===== src/rtl/reorder_buffer_if.sv =====
// Reorder buffer channels: allocate/commit from the ROB stage, result from writeback, operand lookups from issue.
// Master drives requests; slave is the buffer. Back-pressure is exposed through can_write and can_commit.
interface reorder_buffer_if #(
    parameter int ADDR_WIDTH     = 4,
    parameter int DATA_WIDTH     = 32,
    parameter int REG_ADDR_WIDTH = 5,
    parameter int EXC_WIDTH      = 4
);
    logic                      flush;

    logic                      write_en;
    logic                      can_write;
    logic [ADDR_WIDTH-1:0]     write_addr;
    logic                      write_reg_write_en;
    logic [REG_ADDR_WIDTH-1:0] write_reg_write_addr;
    logic [EXC_WIDTH-1:0]      write_exception_type;
    logic                      write_is_delayslot;
    logic [DATA_WIDTH-1:0]     write_pc;

    logic                      commit_en;
    logic                      can_commit;
    logic                      commit_reg_write_en;
    logic [REG_ADDR_WIDTH-1:0] commit_reg_write_addr;
    logic [DATA_WIDTH-1:0]     commit_reg_write_data;
    logic [EXC_WIDTH-1:0]      commit_exception_type;
    logic                      commit_is_delayslot;
    logic [DATA_WIDTH-1:0]     commit_pc;

    logic                      result_en;
    logic [ADDR_WIDTH-1:0]     result_addr;
    logic [DATA_WIDTH-1:0]     result_data;
    logic [EXC_WIDTH-1:0]      result_exception_type;

    logic [ADDR_WIDTH-1:0]     read_addr_1;
    logic [ADDR_WIDTH-1:0]     read_addr_2;
    logic                      read_ready_1;
    logic                      read_ready_2;
    logic [DATA_WIDTH-1:0]     read_data_1;
    logic [DATA_WIDTH-1:0]     read_data_2;

    modport master (
        output flush,
        output write_en, write_reg_write_en, write_reg_write_addr,
        output write_exception_type, write_is_delayslot, write_pc,
        input  can_write, write_addr,
        output commit_en,
        input  can_commit, commit_reg_write_en, commit_reg_write_addr,
        input  commit_reg_write_data, commit_exception_type, commit_is_delayslot, commit_pc,
        output result_en, result_addr, result_data, result_exception_type,
        output read_addr_1, read_addr_2,
        input  read_ready_1, read_ready_2, read_data_1, read_data_2
    );

    modport slave (
        input  flush,
        input  write_en, write_reg_write_en, write_reg_write_addr,
        input  write_exception_type, write_is_delayslot, write_pc,
        output can_write, write_addr,
        input  commit_en,
        output can_commit, commit_reg_write_en, commit_reg_write_addr,
        output commit_reg_write_data, commit_exception_type, commit_is_delayslot, commit_pc,
        input  result_en, result_addr, result_data, result_exception_type,
        input  read_addr_1, read_addr_2,
        output read_ready_1, read_ready_2, read_data_1, read_data_2
    );
endinterface


===== src/rtl/reorder_buffer.sv =====
// Circular in-flight instruction queue; state updates one cycle after the request, reads/status are combinational.
// Back-pressure: writes blocked while full (no same-cycle reuse of a committing slot); commit only when head is done.
module reorder_buffer #(
    parameter int ADDR_WIDTH     = 4,
    parameter int DATA_WIDTH     = 32,
    parameter int REG_ADDR_WIDTH = 5,
    parameter int EXC_WIDTH      = 4
) (
    input  logic               clk,
    input  logic               rst,
    reorder_buffer_if.slave    bus
);
    localparam int DEPTH = 2 ** ADDR_WIDTH;
    localparam logic [ADDR_WIDTH:0] PTR_ONE = 1;

    typedef struct packed {
        logic                      reg_write_en;
        logic [REG_ADDR_WIDTH-1:0] reg_write_addr;
        logic [DATA_WIDTH-1:0]     data;
        logic [EXC_WIDTH-1:0]      exception_type;
        logic                      is_delayslot;
        logic [DATA_WIDTH-1:0]     pc;
    } entry_t;

    entry_t              entries [DEPTH];
    logic [DEPTH-1:0]    valid;
    logic [DEPTH-1:0]    done;
    logic [ADDR_WIDTH:0] head;
    logic [ADDR_WIDTH:0] tail;

    logic [ADDR_WIDTH-1:0] head_idx;
    logic [ADDR_WIDTH-1:0] tail_idx;
    logic                  empty;
    logic                  full;
    logic                  do_write;
    logic                  do_commit;
    logic                  do_result;
    entry_t                head_entry;

    assign head_idx  = head[ADDR_WIDTH-1:0];
    assign tail_idx  = tail[ADDR_WIDTH-1:0];
    assign empty     = (head == tail);
    assign full      = (head_idx == tail_idx) && (head[ADDR_WIDTH] != tail[ADDR_WIDTH]);
    assign do_write  = bus.write_en && !full;
    assign do_commit = bus.commit_en && bus.can_commit;
    assign do_result = bus.result_en && valid[bus.result_addr];
    assign head_entry = entries[head_idx];

    assign bus.can_write  = !full;
    assign bus.write_addr = tail_idx;
    assign bus.can_commit = valid[head_idx] && done[head_idx];

    assign bus.commit_reg_write_en   = empty ? 1'b0 : head_entry.reg_write_en;
    assign bus.commit_reg_write_addr = empty ? '0   : head_entry.reg_write_addr;
    assign bus.commit_reg_write_data = empty ? '0   : head_entry.data;
    assign bus.commit_exception_type = empty ? '0   : head_entry.exception_type;
    assign bus.commit_is_delayslot   = empty ? 1'b0 : head_entry.is_delayslot;
    assign bus.commit_pc             = empty ? '0   : head_entry.pc;

    // Operand lookup sees an in-flight result in the same cycle it is written back.
    logic byp_1, byp_2, rdy_1, rdy_2;
    assign byp_1 = bus.result_en && (bus.result_addr == bus.read_addr_1) && valid[bus.read_addr_1];
    assign byp_2 = bus.result_en && (bus.result_addr == bus.read_addr_2) && valid[bus.read_addr_2];
    assign rdy_1 = valid[bus.read_addr_1] && done[bus.read_addr_1];
    assign rdy_2 = valid[bus.read_addr_2] && done[bus.read_addr_2];

    assign bus.read_ready_1 = byp_1 || rdy_1;
    assign bus.read_ready_2 = byp_2 || rdy_2;
    assign bus.read_data_1  = byp_1 ? bus.result_data : (rdy_1 ? entries[bus.read_addr_1].data : '0);
    assign bus.read_data_2  = byp_2 ? bus.result_data : (rdy_2 ? entries[bus.read_addr_2].data : '0);

    always_ff @(posedge clk) begin
        if (!rst) begin
            head  <= '0;
            tail  <= '0;
            valid <= '0;
            done  <= '0;
            for (int i = 0; i < DEPTH; i++) entries[i] <= '0;
        end else if (bus.flush) begin
            head  <= '0;
            tail  <= '0;
            valid <= '0;
            done  <= '0;
        end else begin
            if (do_result) begin
                entries[bus.result_addr].data <= bus.result_data;
                done[bus.result_addr]         <= 1'b1;
                // The earliest detected exception wins.
                if (entries[bus.result_addr].exception_type == '0)
                    entries[bus.result_addr].exception_type <= bus.result_exception_type;
            end
            if (do_write) begin
                entries[tail_idx] <= '{
                    reg_write_en:   bus.write_reg_write_en,
                    reg_write_addr: bus.write_reg_write_addr,
                    data:           '0,
                    exception_type: bus.write_exception_type,
                    is_delayslot:   bus.write_is_delayslot,
                    pc:             bus.write_pc
                };
                valid[tail_idx] <= 1'b1;
                done[tail_idx]  <= (bus.write_exception_type != '0);
                tail            <= tail + PTR_ONE;
            end
            if (do_commit) begin
                valid[head_idx] <= 1'b0;
                done[head_idx]  <= 1'b0;
                head            <= head + PTR_ONE;
            end
        end
    end
endmodule


===== src/flat_wrapper.sv =====
// flat-port wrapper written by rule: the top's interface ports become plain ports
module reorder_buffer_flat 
#(
    parameter int ADDR_WIDTH     = 4,
    parameter int DATA_WIDTH     = 32,
    parameter int REG_ADDR_WIDTH = 5,
    parameter int EXC_WIDTH      = 4
)
  (clk, rst, bus_flush, bus_write_en, bus_write_reg_write_en, bus_write_reg_write_addr, bus_write_exception_type, bus_write_is_delayslot, bus_write_pc, bus_can_write, bus_write_addr, bus_commit_en, bus_can_commit, bus_commit_reg_write_en, bus_commit_reg_write_addr, bus_commit_reg_write_data, bus_commit_exception_type, bus_commit_is_delayslot, bus_commit_pc, bus_result_en, bus_result_addr, bus_result_data, bus_result_exception_type, bus_read_addr_1, bus_read_addr_2, bus_read_ready_1, bus_read_ready_2, bus_read_data_1, bus_read_data_2);
  reorder_buffer_if #(.ADDR_WIDTH(ADDR_WIDTH), .DATA_WIDTH(DATA_WIDTH), .REG_ADDR_WIDTH(REG_ADDR_WIDTH), .EXC_WIDTH(EXC_WIDTH)) bus_i ();
  input  logic clk;
  input  logic rst;
  input wire logic [$bits(bus_i.flush)-1:0] bus_flush;
  input wire logic [$bits(bus_i.write_en)-1:0] bus_write_en;
  input wire logic [$bits(bus_i.write_reg_write_en)-1:0] bus_write_reg_write_en;
  input wire logic [$bits(bus_i.write_reg_write_addr)-1:0] bus_write_reg_write_addr;
  input wire logic [$bits(bus_i.write_exception_type)-1:0] bus_write_exception_type;
  input wire logic [$bits(bus_i.write_is_delayslot)-1:0] bus_write_is_delayslot;
  input wire logic [$bits(bus_i.write_pc)-1:0] bus_write_pc;
  output wire logic [$bits(bus_i.can_write)-1:0] bus_can_write;
  output wire logic [$bits(bus_i.write_addr)-1:0] bus_write_addr;
  input wire logic [$bits(bus_i.commit_en)-1:0] bus_commit_en;
  output wire logic [$bits(bus_i.can_commit)-1:0] bus_can_commit;
  output wire logic [$bits(bus_i.commit_reg_write_en)-1:0] bus_commit_reg_write_en;
  output wire logic [$bits(bus_i.commit_reg_write_addr)-1:0] bus_commit_reg_write_addr;
  output wire logic [$bits(bus_i.commit_reg_write_data)-1:0] bus_commit_reg_write_data;
  output wire logic [$bits(bus_i.commit_exception_type)-1:0] bus_commit_exception_type;
  output wire logic [$bits(bus_i.commit_is_delayslot)-1:0] bus_commit_is_delayslot;
  output wire logic [$bits(bus_i.commit_pc)-1:0] bus_commit_pc;
  input wire logic [$bits(bus_i.result_en)-1:0] bus_result_en;
  input wire logic [$bits(bus_i.result_addr)-1:0] bus_result_addr;
  input wire logic [$bits(bus_i.result_data)-1:0] bus_result_data;
  input wire logic [$bits(bus_i.result_exception_type)-1:0] bus_result_exception_type;
  input wire logic [$bits(bus_i.read_addr_1)-1:0] bus_read_addr_1;
  input wire logic [$bits(bus_i.read_addr_2)-1:0] bus_read_addr_2;
  output wire logic [$bits(bus_i.read_ready_1)-1:0] bus_read_ready_1;
  output wire logic [$bits(bus_i.read_ready_2)-1:0] bus_read_ready_2;
  output wire logic [$bits(bus_i.read_data_1)-1:0] bus_read_data_1;
  output wire logic [$bits(bus_i.read_data_2)-1:0] bus_read_data_2;
  assign bus_i.flush = bus_flush;
  assign bus_i.write_en = bus_write_en;
  assign bus_i.write_reg_write_en = bus_write_reg_write_en;
  assign bus_i.write_reg_write_addr = bus_write_reg_write_addr;
  assign bus_i.write_exception_type = bus_write_exception_type;
  assign bus_i.write_is_delayslot = bus_write_is_delayslot;
  assign bus_i.write_pc = bus_write_pc;
  assign bus_can_write = bus_i.can_write;
  assign bus_write_addr = bus_i.write_addr;
  assign bus_i.commit_en = bus_commit_en;
  assign bus_can_commit = bus_i.can_commit;
  assign bus_commit_reg_write_en = bus_i.commit_reg_write_en;
  assign bus_commit_reg_write_addr = bus_i.commit_reg_write_addr;
  assign bus_commit_reg_write_data = bus_i.commit_reg_write_data;
  assign bus_commit_exception_type = bus_i.commit_exception_type;
  assign bus_commit_is_delayslot = bus_i.commit_is_delayslot;
  assign bus_commit_pc = bus_i.commit_pc;
  assign bus_i.result_en = bus_result_en;
  assign bus_i.result_addr = bus_result_addr;
  assign bus_i.result_data = bus_result_data;
  assign bus_i.result_exception_type = bus_result_exception_type;
  assign bus_i.read_addr_1 = bus_read_addr_1;
  assign bus_i.read_addr_2 = bus_read_addr_2;
  assign bus_read_ready_1 = bus_i.read_ready_1;
  assign bus_read_ready_2 = bus_i.read_ready_2;
  assign bus_read_data_1 = bus_i.read_data_1;
  assign bus_read_data_2 = bus_i.read_data_2;
  reorder_buffer #(.ADDR_WIDTH(ADDR_WIDTH), .DATA_WIDTH(DATA_WIDTH), .REG_ADDR_WIDTH(REG_ADDR_WIDTH), .EXC_WIDTH(EXC_WIDTH)) u_core (.clk(clk), .rst(rst), .bus(bus_i));
endmodule

===== config.mk =====
export PLATFORM = sky130hd
export DESIGN_NAME = reorder_buffer_flat
export DESIGN_NICKNAME = d
export VERILOG_FILES = /design/src/rtl/reorder_buffer_if.sv /design/src/rtl/reorder_buffer.sv /design/src/flat_wrapper.sv
export SDC_FILE = /design/constraint.sdc
export NUM_CORES = 2
export LEC_CHECK = 0
export CAP_MARGIN = 20
export CORE_MARGIN = 5
export CORE_UTILIZATION = 65
export CTS_BUF_LIST = sky130_fd_sc_hd__clkbuf_2 sky130_fd_sc_hd__clkbuf_4 sky130_fd_sc_hd__clkbuf_8
export DETAILED_ROUTE_END_ITERATION = 16
export PLACE_DENSITY = 0.84
export SYNTH_ARGS = -nofsm -noshare
export SYNTH_HDL_FRONTEND = slang
export SYNTH_SLANG_ARGS = --single-unit

===== constraint.sdc =====
create_clock -name clk -period 15.1 [get_ports clk]
set_input_delay 3.02 -clock clk [delete_from_list [all_inputs] [get_ports clk]]
set_output_delay 3.02 -clock clk [all_outputs]
set_load 0.05 [all_outputs]

## Word level (Yosys, flattened, before mapping)

Memory sizes are Yosys's and may differ from the RTL's. A register that Yosys moved wholly into a read port is not among the register bits.
Index checks and enable logic that the tools add are counted.

| cells by class | value |
|---|---|
| bitwise operators | 6 |
| shift operators | 0 |
| reduce and logical (&&, ||, !) cells | 22 |
| $mul | 0 |
| eq/ne operators | 5 |
| muxes and demuxes | 64 |
| divide/modulo/power cells | 0 |
| magnitude comparators | 8 |
| $add $sub $neg | 2 |

Operators with widths:

| kind | count |
|---|---|
| 2-to-1 mux 32 bit | 6 |
| 2-to-1 mux 16 bit | 11 |
| 2-to-1 mux 75 bit | 2 |
| OR reduction 75 bit | 2 |
| bitwise AND 16 bit | 2 |
| OR 16 bit | 2 |
| binary-select mux 1 bit (select 4 bit) | 7 |
| 2-to-1 mux 1 bit | 27 |
| < comparator 4 x 5 -> 1 bit (second input constant) | 5 |
| 2-to-1 mux 4 bit | 5 |
| bitwise mux 16 bit | 1 |
| NOT 16 bit | 1 |
| logical AND 1 bit | 14 |
| demux 1 bit (select 4 bit) | 3 |
| equality test 4 bit | 3 |
| >= comparator 4 x 1 -> 1 bit (second input constant) | 3 |
| adder 5 x 1 -> 5 bit (second input constant) | 2 |
| equality test 5 bit | 1 |
| 2-to-1 mux 5 bit | 1 |
| zero test 4 bit | 1 |
| nonzero test 4 bit | 1 |
| 2-to-1 mux 3 bit | 1 |
| logical OR 1 bit | 2 |
| OR reduction 2 bit | 1 |
| other kinds (3) | 3 |

| storage, ports and cells | value |
|---|---|
| latch bits | 0 |
| logic and storage cells | 112 |
| memories kept | 1 |
| memory bits (writable) | 1,200 |
| ROM bits | 0 |
| output and inout bits | 147 |
| bits of input ports | 97 |
| register bits | 42 |

Memory list:

| memory | words | bits a word | read ports | clocked after Yosys merged registers in | write ports | RTL line | RTL |
|---|---|---|---|---|---|---|---|
| u_core.entries | 16 | 75 | 4 | 1 | 16 | reorder_buffer.sv:25 | `entry_t entries [DEPTH];` |

## Logic depth before layout (Yosys ltp)

| logic depth | value |
|---|---|
| depth in word-level cells | 14 |
| mapped depth | 11 |

## Worst setup path before layout

Ideal clock, no wire load.

| timing path | value |
|---|---|
| kind | input port to output port |
| from | in bus_read_addr_2[1] |
| to | out bus_read_data_2[31] |
| data arrival time | 5,621 ps |
| cell stages on the path | 8 |
| data required time | 12,080 ps |
| path slack | 6,459 ps |
| cell sequence | clkbuf_1 -> buf_2 -> buf_2 -> clkbuf_1 -> mux4_2 -> mux4_2 -> inv_1 -> o21ai_0 |

| between the ends | value |
|---|---|
| word-level cells in the longest chain between the ends | 5 |
| elaborated cells between the ends (all ways) | 11 |

Ends and longest elaborated chain:

| item | RTL line | RTL |
|---|---|---|
| from (decl) | flat_wrapper.sv:35 | `input wire logic [$bits(bus_i.read_addr_2)-1:0] bus_read_addr_2;` |
| binary-select mux 1 bit (select 4 bit) (on tied branches) | reorder_buffer.sv:63, reorder_buffer.sv:65 |  |
| 2-to-1 mux 1 bit (on tied branches) | reorder_buffer.sv:63, reorder_buffer.sv:65 |  |
| logical AND 1 bit | reorder_buffer.sv:65 | `assign rdy_2 = valid[bus.read_addr_2] && done[bus.read_addr_2];` |
| 2-to-1 mux 32 bit | reorder_buffer.sv:70 | `assign bus.read_data_2 = byp_2 ? bus.result_data : (rdy_2 ? entries[bus.read_addr_2].data : '0);` |
| 2-to-1 mux 32 bit (*) | reorder_buffer.sv:70 |  |
| to (decl) | flat_wrapper.sv:39 | `output wire logic [$bits(bus_i.read_data_2)-1:0] bus_read_data_2;` |

Mark *: on every way between the ends. The rest lies on a longest branch, timed or not. The select of a mux whose other input is x is not followed.

## Worst setup path in the final report

| timing path | value |
|---|---|
| from | in bus_read_addr_1[1] |
| to | out bus_read_data_1[1] |

| between the ends | value |
|---|---|
| word-level cells in the longest chain between the ends | 5 |
| elaborated cells between the ends (all ways) | 11 |

Ends and longest elaborated chain:

| item | RTL line | RTL |
|---|---|---|
| from (decl) | flat_wrapper.sv:34 | `input wire logic [$bits(bus_i.read_addr_1)-1:0] bus_read_addr_1;` |
| binary-select mux 1 bit (select 4 bit) (on tied branches) | reorder_buffer.sv:62, reorder_buffer.sv:64 |  |
| 2-to-1 mux 1 bit (on tied branches) | reorder_buffer.sv:62, reorder_buffer.sv:64 |  |
| logical AND 1 bit | reorder_buffer.sv:64 | `assign rdy_1 = valid[bus.read_addr_1] && done[bus.read_addr_1];` |
| 2-to-1 mux 32 bit | reorder_buffer.sv:69 | `assign bus.read_data_1 = byp_1 ? bus.result_data : (rdy_1 ? entries[bus.read_addr_1].data : '0);` |
| 2-to-1 mux 32 bit (*) | reorder_buffer.sv:69 |  |
| to (decl) | flat_wrapper.sv:38 | `output wire logic [$bits(bus_i.read_data_1)-1:0] bus_read_data_1;` |

Marks and branches as above.

==> flow_summary.ini <==
[sta]
clock.fmax_ghz = 0.101
drv_slew = 0
setup_viol = 0
rsz0062_at_grt = no
tns_ns = 0
whs_ns = 0.490
finalHoldViolations = 0
slew_headroom_pct = 13.7
skew_ns = 0.0392
tightest_slew_ns = 1.29
post-route-min-period_ns = 9.88
finalCritPeriodShare_pct = 65.4

[worst_setup_path]
cp-end-kind = output pin
r2r-start = u_core.tail[4]
crit_fanout = 72
cp-start-kind = input pin
crit_arrival_ns = 6.86
path_class = in -> out
worstSetupStartpoint = bus_read_addr_1[1]
crit_required_ns = 12.08

[grt]
grt_use_met1_pct = 48.8
top_usage_layer = met2
grt_pass1_wl_mm = 321
first_global_vias = 51500
grt_overflow = 0
antenna_found_initial = 15
met2_usage_pct = 61.5
grt_max_degree = 230
grt.met3_usage_pct = 12.9
track_usage_pct = 40.0

[clock_tree]
cts_inserted_buffers = 198
ctsLongestPathBuffers = 3
cts_setup_buffers = 0
path_clk_slew_ns = 0.06
clk-insertion-delay-late_ns = 0.95
cts_tree = built
htreeDepth = 4
ctsResizeCount = 0
clock_sinks = 1246
postCtsHoldBufs = 0
cts-root-buf = clkbuf_8

[routing]
wirelength_mm = 219
vias_per_cell = 7.40
vias = 51800
antenna_left = 0
drt_iter0_markers = 9442
firstDrtPassIters = 10
drc = 0
wl_per_cell_um = 31.3

[synth]
synth_top_area_cell = edfxtp_1
async_reset_ff_share_pct = 0
synth.top_cell.area_share_pct = 31.2
syn_area_mm2 = 0.0662
synth_area_leaders = edfxtp_1 31%, mux4_2 24%, dfxtp_1 17%, and2_1 5.9%, nand3_1 4.1%
synth_edf_count = 688
synth_common_cells = 720 x mux4_2, 688 x edfxtp_1, 669 x nand2_1
yosys.cell_count.top_type = mux4_2
ys_seq_area_share_pct = 48.0
synthFlopType = edfxtp_1
synth.distinct_cells = 72
synth_cells = 5555
syn_nets = 5660
syn-mean-instance-area_um2 = 11.9
ys_warn_count = 0
synth_seq_cells = 1246

[flow_run]
drv_cap = 0

[die]
rows = 117
io_pins = 244
core-area_mm2 = 0.101
fp.dieH_um = 329
die_x_um = 329
start_util_pct = 65.3
dieArea_mm2 = 0.108

[hold_path]
hold_class = reg -> reg
hold_start = u_core.entries[7][64]

[final_layout]
layout-drive-gt1-share_pct = 22.6
area_growth_syn_to_layout_pct = 10.6
num-fill-cells = 6422
multi_input_area_mm2 = 0.0321
fin_cells = 6995
final_util_pct = 72.2
num-nets-final = 5577
regArea_mm2 = 0.0318

[place]
portBuffers = 243
gp_congestion = 0.952
hpwlAfterDp_mm = 117
dp_cells = 6637

[power_and_ir_drop]
fin_total_pwr_uw = 7010
p_per_area_mw_per_mm2 = 95.6
total_leakage_power_uw = 0.0240
ir_drop_mv = 0.0998

[outcome]
status = finished clean
worst paths after layout:
kind / endpoint / cells past startpoint / slack, ns
max: bus_read_data_1[1] / 7 / 5.22
min: u_core.entries[7][64] / 2 / 0.49
max reg2reg: u_core.entries[5][30] / 8 / 11.37
min reg2reg: u_core.entries[7][64] / 2 / 0.49
placed cells by master (no fill, tap or decap), drive strengths merged, types with 7 or more instances in the layout:
| cell type | instances |
|---|---|
| nand4 | 9 |
| nand2 | 669 |
| a211oi | 9 |
| ha | 8 |
| buf | 111 |
| dfxtp | 558 |
| nor2b | 82 |
| nor4 | 18 |
| diode | 14 |
| mux2i | 13 |
| xnor2 | 11 |
| nor2 | 57 |
| xor2 | 7 |
| mux4 | 720 |
| o21ba | 10 |
| a21oi | 524 |
| edfxtp | 688 |
| and2 | 629 |
| clkinv | 57 |
| inv | 77 |
| nand3 | 549 |
| a22o | 17 |
| and3 | 15 |
| clkdlybuf4s50 | 234 |
| clkbuf | 277 |
| or2 | 10 |
| o21ai | 106 |
| o21bai | 16 |
| o31ai | 34 |
state kept, by name, indices dropped and copies added, names as in the netlist, named ones only:
| signal | count |
|---|---|
| u_core.entries | 1200 |
| u_core.head | 5 |
| u_core.valid | 16 |
| u_core.tail | 5 |
| u_core.done | 16 |
cells by family (layout without fill, tap and decap cells):
group	count (synthesis)	after routing	share of synthesized area, %
xor+xnor	18	18	0.238
fa+ha+maj	8	8	0.151
compound gates	773	773	6.63
flops	1246	1246	48.0
other cells	0	14	0
buf+inv	702	760	4.25
simple gates	2069	2069	15.9
mux	739	739	24.8
through the flow:
step / instance area, µm² / setup slack [ns]
after floorplan: 66200 / 6.46
after global placement: 69200 / 5.33
after detailed placement: 69200 / 5.30
after CTS: 73100 / 5.31
after global routing: 73200 / 5.05
final: 73300 / 5.22
layer usage:
layer  share of wire [%]  wire length (µm)
met5               0.069               150
met3                  15             31900
met1                  31             68500
met4                 7.9             17400
met2                  46            101000
power breakdown:
part           switching, µW  internal (µW)
sequential              26.9           3640
combinational            279            133
clock                   1380           1540
total                   1690           5320
final cells by class:
type	count	area share, %
multi-input cells	3607	43.9
flip-flops and latches	1246	43.5
clock buffers	275	4.70
repair buffers	347	4.51
well taps	1368	2.34
clock inverters	66	0.685
inverters	72	0.369
diodes	14	0.0478
critical path, cell delays in order:
cell and delay (ns):
buf_6 0.61, buf_4 0.95, mux4_2 0.60, mux4_2 0.46
inv_1 0.20, o21ai_1 0.09, clkdlybuf4s50_1 0.73
(Power assumes the default switching activity.)
